File: src/rtl/lab3_serial_pattern_detector_pkg.sv
// Shared definitions for the serial pattern detector: FSM state encoding
// and the default pattern parameters.
package lab3_serial_pattern_detector_pkg;

  // Detector FSM states; encoding 2'd3 is unused and recovers to IDLE.
  typedef enum logic [1:0] {
    ST_IDLE = 2'd0,
    ST_FILL = 2'd1,
    ST_HUNT = 2'd2
  } state_e;

  localparam int         DEF_PATTERN_W = 4;
  localparam logic [3:0] DEF_PATTERN   = 4'b1011;

endpackage

File: src/rtl/lab3_sat_counter.sv
// Saturating up-counter with synchronous clear and a registered
// "all ones" flag that tracks the count value in the same cycle.
module lab3_sat_counter #(
  parameter int CNT_W = 8
) (
  input  logic             clock,
  input  logic             reset_b,
  input  logic             inc,
  input  logic             clr,
  output logic [CNT_W-1:0] count,
  output logic             sat
);

  logic [CNT_W-1:0] count_q, count_d;
  logic             sat_q, sat_d;

  // Increment that sticks at all-ones instead of wrapping.
  function automatic logic [CNT_W-1:0] sat_inc(input logic [CNT_W-1:0] v);
    if (&v) return v;
    return v + CNT_W'(1);
  endfunction

  // Next count: clear wins over increment; the flag is derived from the
  // next count so it lands in the same cycle as the count itself.
  always_comb begin
    count_d = count_q;
    if (clr) begin
      count_d = '0;
    end else if (inc) begin
      count_d = sat_inc(count_q);
    end
    sat_d = &count_d;
  end

  // Count and saturation flag registers.
  always_ff @(posedge clock or negedge reset_b) begin
    if (!reset_b) begin
      count_q <= '0;
      sat_q   <= 1'b0;
    end else begin
      count_q <= count_d;
      sat_q   <= sat_d;
    end
  end

  assign count = count_q;
  assign sat   = sat_q;

endmodule

File: src/rtl/lab3_serial_pattern_detector.sv
// Serial pattern detector: shifts the registered serial bit into a
// PATTERN_W-bit window while enabled, pulses match when the window holds
// PATTERN, and counts matches in a saturating counter.
module lab3_serial_pattern_detector
  import lab3_serial_pattern_detector_pkg::*;
#(
  parameter int                   PATTERN_W = DEF_PATTERN_W,
  parameter logic [PATTERN_W-1:0] PATTERN   = PATTERN_W'(DEF_PATTERN),
  parameter int                   OVERLAP   = 1,
  parameter int                   CNT_W     = 8
) (
  input  logic             clock,
  input  logic             reset_b,
  input  logic             enable,
  input  logic             clear,
  input  logic             din,
  output logic             match,
  output logic [CNT_W-1:0] match_count,
  output logic             count_sat,
  output logic [1:0]       state
);

  // fill counts valid bits in the window, 0..PATTERN_W inclusive.
  localparam int                FILL_W    = $clog2(PATTERN_W + 1);
  localparam logic [FILL_W-1:0] FILL_FULL = FILL_W'(PATTERN_W);

  logic [PATTERN_W-1:0] window_q, window_d, nw;
  logic [FILL_W-1:0]    fill_q, fill_d, nf;
  logic                 match_q, match_d;
  logic                 hit;
  logic                 cnt_inc;
  state_e               state_q, state_d;

  // Candidate window/fill after sampling din; a hit needs a full window.
  always_comb begin
    nw  = {window_q[PATTERN_W-2:0], din};
    nf  = (fill_q == FILL_FULL) ? fill_q : fill_q + FILL_W'(1);
    hit = (nf == FILL_FULL) && (nw == PATTERN);
  end

  // Next-state logic. The next FSM state depends only on clear/enable and
  // the next fill, so an illegal encoding falls back to IDLE on its own.
  always_comb begin
    window_d = window_q;
    fill_d   = fill_q;
    match_d  = 1'b0;
    state_d  = ST_IDLE;
    if (clear) begin
      window_d = '0;
      fill_d   = '0;
    end else if (enable) begin
      window_d = nw;
      match_d  = hit;
      // Without overlap a completed match discards the window's bits.
      fill_d   = (hit && (OVERLAP == 0)) ? '0 : nf;
      state_d  = (nf == FILL_FULL) ? ST_HUNT : ST_FILL;
    end
  end

  // Window, fill, match pulse and FSM state registers.
  always_ff @(posedge clock or negedge reset_b) begin
    if (!reset_b) begin
      window_q <= '0;
      fill_q   <= '0;
      match_q  <= 1'b0;
      state_q  <= ST_IDLE;
    end else begin
      window_q <= window_d;
      fill_q   <= fill_d;
      match_q  <= match_d;
      state_q  <= state_d;
    end
  end

  assign cnt_inc = enable & ~clear & hit;

  lab3_sat_counter #(
    .CNT_W (CNT_W)
  ) u_cnt (
    .clock   (clock),
    .reset_b (reset_b),
    .inc     (cnt_inc),
    .clr     (clear),
    .count   (match_count),
    .sat     (count_sat)
  );

  assign match = match_q;
  assign state = state_q;

endmodule

File: config.mk
export PLATFORM = sky130hd
export DESIGN_NAME = lab3_serial_pattern_detector
export DESIGN_NICKNAME = d
export VERILOG_FILES = /design/src/rtl/lab3_serial_pattern_detector_pkg.sv /design/src/rtl/lab3_sat_counter.sv /design/src/rtl/lab3_serial_pattern_detector.sv
export SDC_FILE = /design/constraint.sdc
export NUM_CORES = 1
export LEC_CHECK = 0
export CAP_MARGIN = 20
export CORE_MARGIN = 2
export CORE_UTILIZATION = 50
export CTS_CLUSTER_SIZE = 24
export DETAILED_ROUTE_END_ITERATION = 6
export GPL_ROUTABILITY_DRIVEN = 0
export MAX_ROUTING_LAYER = met4
export PLACE_DENSITY = 0.76
export SLEW_MARGIN = 20
export SYNTH_ARGS = -nofsm -noshare
export SYNTH_HDL_FRONTEND = slang
export SYNTH_HIERARCHICAL = 1
export SYNTH_SLANG_ARGS = --single-unit
File: constraint.sdc
create_clock -name clock -period 6.5 [get_ports clock]
set_clock_uncertainty 0.2 [all_clocks]
set_input_delay 1.3 -clock clock [delete_from_list [all_inputs] [get_ports clock]]
set_output_delay 1.3 -clock clock [all_outputs]
set_load 0.02 [all_outputs]
# Word level (Yosys, flattened, before mapping)
# Cells that the tools add are included.
[totals]
regBits = 18
word_cells = 35
[classes]
n_addsub = 2
mux = 17
reduce_logical = 4
eq_ne = 3
n_bitwise = 3
[op_table]
columns = ["cell", "count"]
rows = [
  ["$mux W8", 4],
  ["$reduce_and A8 Y1", 2],
  ["$mux W3", 5],
  ["$add A8 B1 Y8 const B", 1],
  ["$eq A3 B3 Y1 const B", 2],
  ["$mux W2", 3],
  ["$mux W1", 5],
  ["$eq A4 B4 Y1 const B", 1],
  ["$add A3 B1 Y3 const B", 1],
  ["$and A1 B1 Y1", 2],
  ["$reduce_bool A2 Y1", 1],
  ["$logic_and A1 B1 Y1", 1],
  ["$not A1 Y1", 1],
]

# Logic depth before layout (Yosys ltp)
[logic_depth]
word_depth = 11
ltp_mapped = 10
ltp_nobuf = 10

# Modules after synthesis
# The synthesis kept the hierarchy.
[modules_own_cells]
columns = ["mod", "seq_area_each_um2", "instances", "area_per_inst_um2", "cells_per_inst"]
rows = [
  ["lab3_sat_counter", 225.2, 1, 521.8, 54],
  ["lab3_serial_pattern_detector", 225.2, 1, 442.9, 40],
]

# Worst setup path before layout
# OpenSTA, ideal clock, no wires.
[synth_path]
path_type = "input to register"
from = "in enable"
to = "reg u_cnt.sat_q (netlist: u_cnt/sat)"
required_time_ns = 6.193
path_slack_ns = 2.757
t_arrival_ns = 3.436
stages = 9
n_path_buf = 1
path_cell_list = "buf_4 and2b_1 o211ai_2 nor3_1 and4_2 nand2_1 mux2i_1 or3_2 a2111oi_4"
[synth_between]
elab_chain_len = 5
[synth_rtl]
columns = ["element", "line_no", "source"]
rows = [
  ["from (decl)", "lab3_serial_pattern_detector.sv:14", "input logic enable,"],
  ["$and A1 B1 Y1 (2 in series)", "lab3_serial_pattern_detector.sv:75", "assign cnt_inc = enable & ~clear & hit;"],
  ["net cnt_inc", "lab3_serial_pattern_detector.sv:31", "logic cnt_inc;"],
  ["$mux W8", "lab3_sat_counter.sv:29", "end else if (inc) begin"],
  ["$mux W8", "lab3_sat_counter.sv:27", "if (clr) begin"],
  ["$reduce_and A8 Y1", "lab3_sat_counter.sv:32", "sat_d = &count_d;"],
  ["net u_cnt.sat_d", "lab3_sat_counter.sv:15", "logic sat_q, sat_d;"],
  ["to (signal assigned)", "lab3_sat_counter.sv:42", "sat_q <= sat_d;"],
  ["to (decl)", "lab3_sat_counter.sv:15", ""],
]
# The timed path passes the listed nets, and every way through them passes these cells.
# A chain may end at the register's enable or synchronous reset.

# Worst setup path in the final report
[layout_path]
from = "in clear"
to = "reg u_cnt.sat_q (netlist: u_cnt/sat)"
[layout_between]
elab_chain_len = 6
[layout_rtl]
columns = ["element", "line_no", "source"]
rows = [
  ["from (decl)", "lab3_serial_pattern_detector.sv:15", "input logic clear,"],
  ["$not A1 Y1", "lab3_serial_pattern_detector.sv:75", ""],
  ["$and A1 B1 Y1 (2 in series)", "lab3_serial_pattern_detector.sv:75", ""],
  ["net cnt_inc", "lab3_serial_pattern_detector.sv:31", ""],
  ["$mux W8", "lab3_sat_counter.sv:29", ""],
  ["$mux W8", "lab3_sat_counter.sv:27", ""],
  ["$reduce_and A8 Y1", "lab3_sat_counter.sv:32", ""],
  ["net u_cnt.sat_d", "lab3_sat_counter.sv:15", ""],
]
# The timed path passes the listed nets, and every way through them passes these cells.

==> results.toml <==
[grt]
grt_pass1_vias = 687
grt.overflow.total = 0
grt_pass1_wl_mm = 2.90
antenna_found_initial = 0
grt_usage = 0.190
grt_max_degree = 19

[critical_path]
path_class = "in -> reg"
critPathMaxStageDelay_ps = 690
critPathTopFamily = "simple AND/OR/NAND/NOR gates"
crit_path_start_kind = "input port"
reg2reg_depth = 10
end_kind = "flop"
cp_num_buf_inv = 1
path_cells = "clkdlybuf4s50_1 > and2b_1 > o211ai_2 > nor3_1 > and4_2 > nand2_1 > mux2i_1 > or3_2 > a2111oi_4"
arrival_ps = 4410
worstPathRequired_ps = 6490
cp_num_cells = 9
slowest_stage = "clkdlybuf4s50_1"
cp_max_fo = 17

[sta]
slew_viol_final = 0
period_minus_slack_ps = 4420
fin_crit_sh = 0.681
relSlewSlack = 0.464
setup-violations-final = 0
setup_tns_ps = 0
fmax_mhz = 226
rsz0062_at_grt = "false"
hold_violations = 0
worst_slew_pin_slew_ps = 802

[cells_and_area]
fillers = 161
layout_common_cells = "dfrtp_1, clkdlybuf4s50_1, nor2_1"
multi_input_area_um2 = 484
final_nets = 121
area_delta_synth_final_pct = 22.0
mostFrequentLayoutCell = "dfrtp_1"
antennaDiodeCount = 0
final-seq-area_um2 = 450
drive_gt1_frac = 0.116

[yosys]
netlist_area_um2 = 965
synth_cell_types = 35
yosysSeqAreaShare = 0.467
synth-async-reset-ratio = 1.00
syn-mean-instance-area_um2 = 10.3
yosys_warnings = 6
syn_inst = 94
yosys_most_used_dff = "dfrtp_1"
synth_edf_count = 0
mappedNetlistNets = 102
ys_ff_latch = 18

[routing]
drc = 0
drt_first_pass_iters = 5
drtIter0Drc = 10
vias = 734
vias_per_cell = 5.36
wire_per_inst_um = 13.0
drt_wl_total_mm = 1.78
final_antenna_net_count = 0

[power]
internal_power_uw = 157
ir_drop_mv = 0.104
p_clk_frac = 0.332
p_switching_uw = 47.1
p_per_area_nw_per_um2 = 174
comb_power_share = 0.098
power_uw = 204
swShare = 0.231
seq_power_share = 0.569
leakage_uw = 0.000498

[die]
dieArea_um2 = 2300
core_region_area_um2 = 1760
ioPinCount = 17
start_util = 0.547
fp-row-count = 15
die_h_um = 47.9
die_w_um = 47.9

[clock_network]
cts-root-buf = "clkbuf_4"
clkTransAtPathRegs_ps = 100
postCtsSetupBuffers = 0
clock_path_buffers = 2
ctsHoldBuffers = 0
cts_tree = "built"
clock-sinks = 18
post_cts_resized = 0
h-tree-depth = 1
clock_latency_ps = 290
numCtsBuffers = 3

[worst_hold_path]
hold_depth = 2
hp-class = "reg -> reg"

[place]
io_buffers = 16
place_hpwl_mm = 1.31

[run_status]
status = "finished clean"

[run]
cap_viol_max_count = 0
==> power by group through the flow <==
stage               Sequential [µW]  Clock, µW  Combinational, µW
detailed placement              119          0               20.3
global placement                118          0               19.7
global route                    117       74.5               23.0
floorplan                       119          0               12.6
finish                          116       67.9               20.1
CTS                             116       71.0               20.4
==> cell usage after synthesis (2+ instances only) <==
library cell  number  area (µm²)
dfrtp_1           18         450
nor2_1            14        52.6
nand2_1            9        33.8
mux2i_1            5        50.1
inv_1              4        15.0
nand3_1            4        20.0
nor3_1             4        20.0
a21oi_1            3        15.0
ha_1               3        37.5
buf_4              2        15.0
nand4b_1           2        17.5
o21ai_1            2        10.0
xor2_1             2        17.5
==> state kept, by name, indices dropped and copies added (netlist names) <==
| register | count |
|---|---|
| match | 1 |
| u_cnt/count | 8 |
| u_cnt/sat | 1 |
| fill_q | 3 |
| state | 2 |
| window_q | 3 |
==> cell families (layout without fill, tap and decap cells) <==
| group | Yosys count | count (layout) | share of synthesized area |
|---|---|---|---|
| AND/OR/NAND/NOR | 45 | 45 | 0.256 |
| flip-flops | 18 | 18 | 0.467 |
| AO/OA/AOI/OAI | 13 | 13 | 0.114 |
| multiplexers | 6 | 6 | 0.0661 |
| buffers and inverters | 6 | 24 | 0.0311 |
| adder cells (fa/ha/maj) | 3 | 3 | 0.0389 |
| XOR/XNOR | 3 | 3 | 0.0272 |
==> cell type report <==
type	count	share of cell area
Timing Repair Buffer	16	0.136
Clock buffer	4	0.0308
Sequential cell	18	0.383
Multi-Input combinational cell	70	0.411
Tap cell	25	0.0266
Inverter	4	0.0128
==> worst register-to-register path, delay by kind of cell, from the launching register on <==
| kind | cells | cell delay [ps] |
|---|---|---|
| AND/OR/NAND/NOR | 5 | 1700 |
| flip-flops | 1 | 430 |
| adder cells (fa/ha/maj) | 1 | 320 |
| AO/OA/AOI/OAI | 1 | 270 |
| multiplexers | 2 | 250 |
| buffers and inverters | 1 | 70 |
==> final timing paths <==
path	to	slack [ps]	start
worst max-delay path	u_cnt/sat	2080	clear
worst min-delay path	window_q[2]	340	window_q[2]
worst max register to register	u_cnt/sat	3160	fill_q[0]
worst min register to register	window_q[2]	340	window_q[2]
max in group asynchronous	u_cnt/count[4]	4340	reset_b
min in group asynchronous	state[1]	1260	reset_b
==> through the flow <==
step | hold slack, ps | setup WS [ps] | utilization | cell area, µm² | cells
4_1_cts | 347 | 2120 | 0.667 | 1180 | 137
3_3_place_gp | 306 | 1890 | 0.647 | 1140 | 133
3_5_place_dp | 322 | 1800 | 0.647 | 1140 | 133
6_report | 344 | 2080 | 0.667 | 1180 | 137
2_1_floorplan | 286 | 2760 | - | 965 | 94
5_1_grt | 393 | 1920 | 0.667 | 1180 | 137
==> per-layer routing <==
| layer | vias up | GRT usage | part of all wire |
|---|---|---|---|
| met5 | - | - | 0 |
| met4 | 0 | 0.0757 | 0.0067 |
| met3 | 2 | 0.0340 | 0.040 |
| met2 | 22 | 0.285 | 0.47 |
| met1 | 343 | 0.253 | 0.48 |
| li1 | 367 | - | - |
Power figures use the tool's default switching activity.
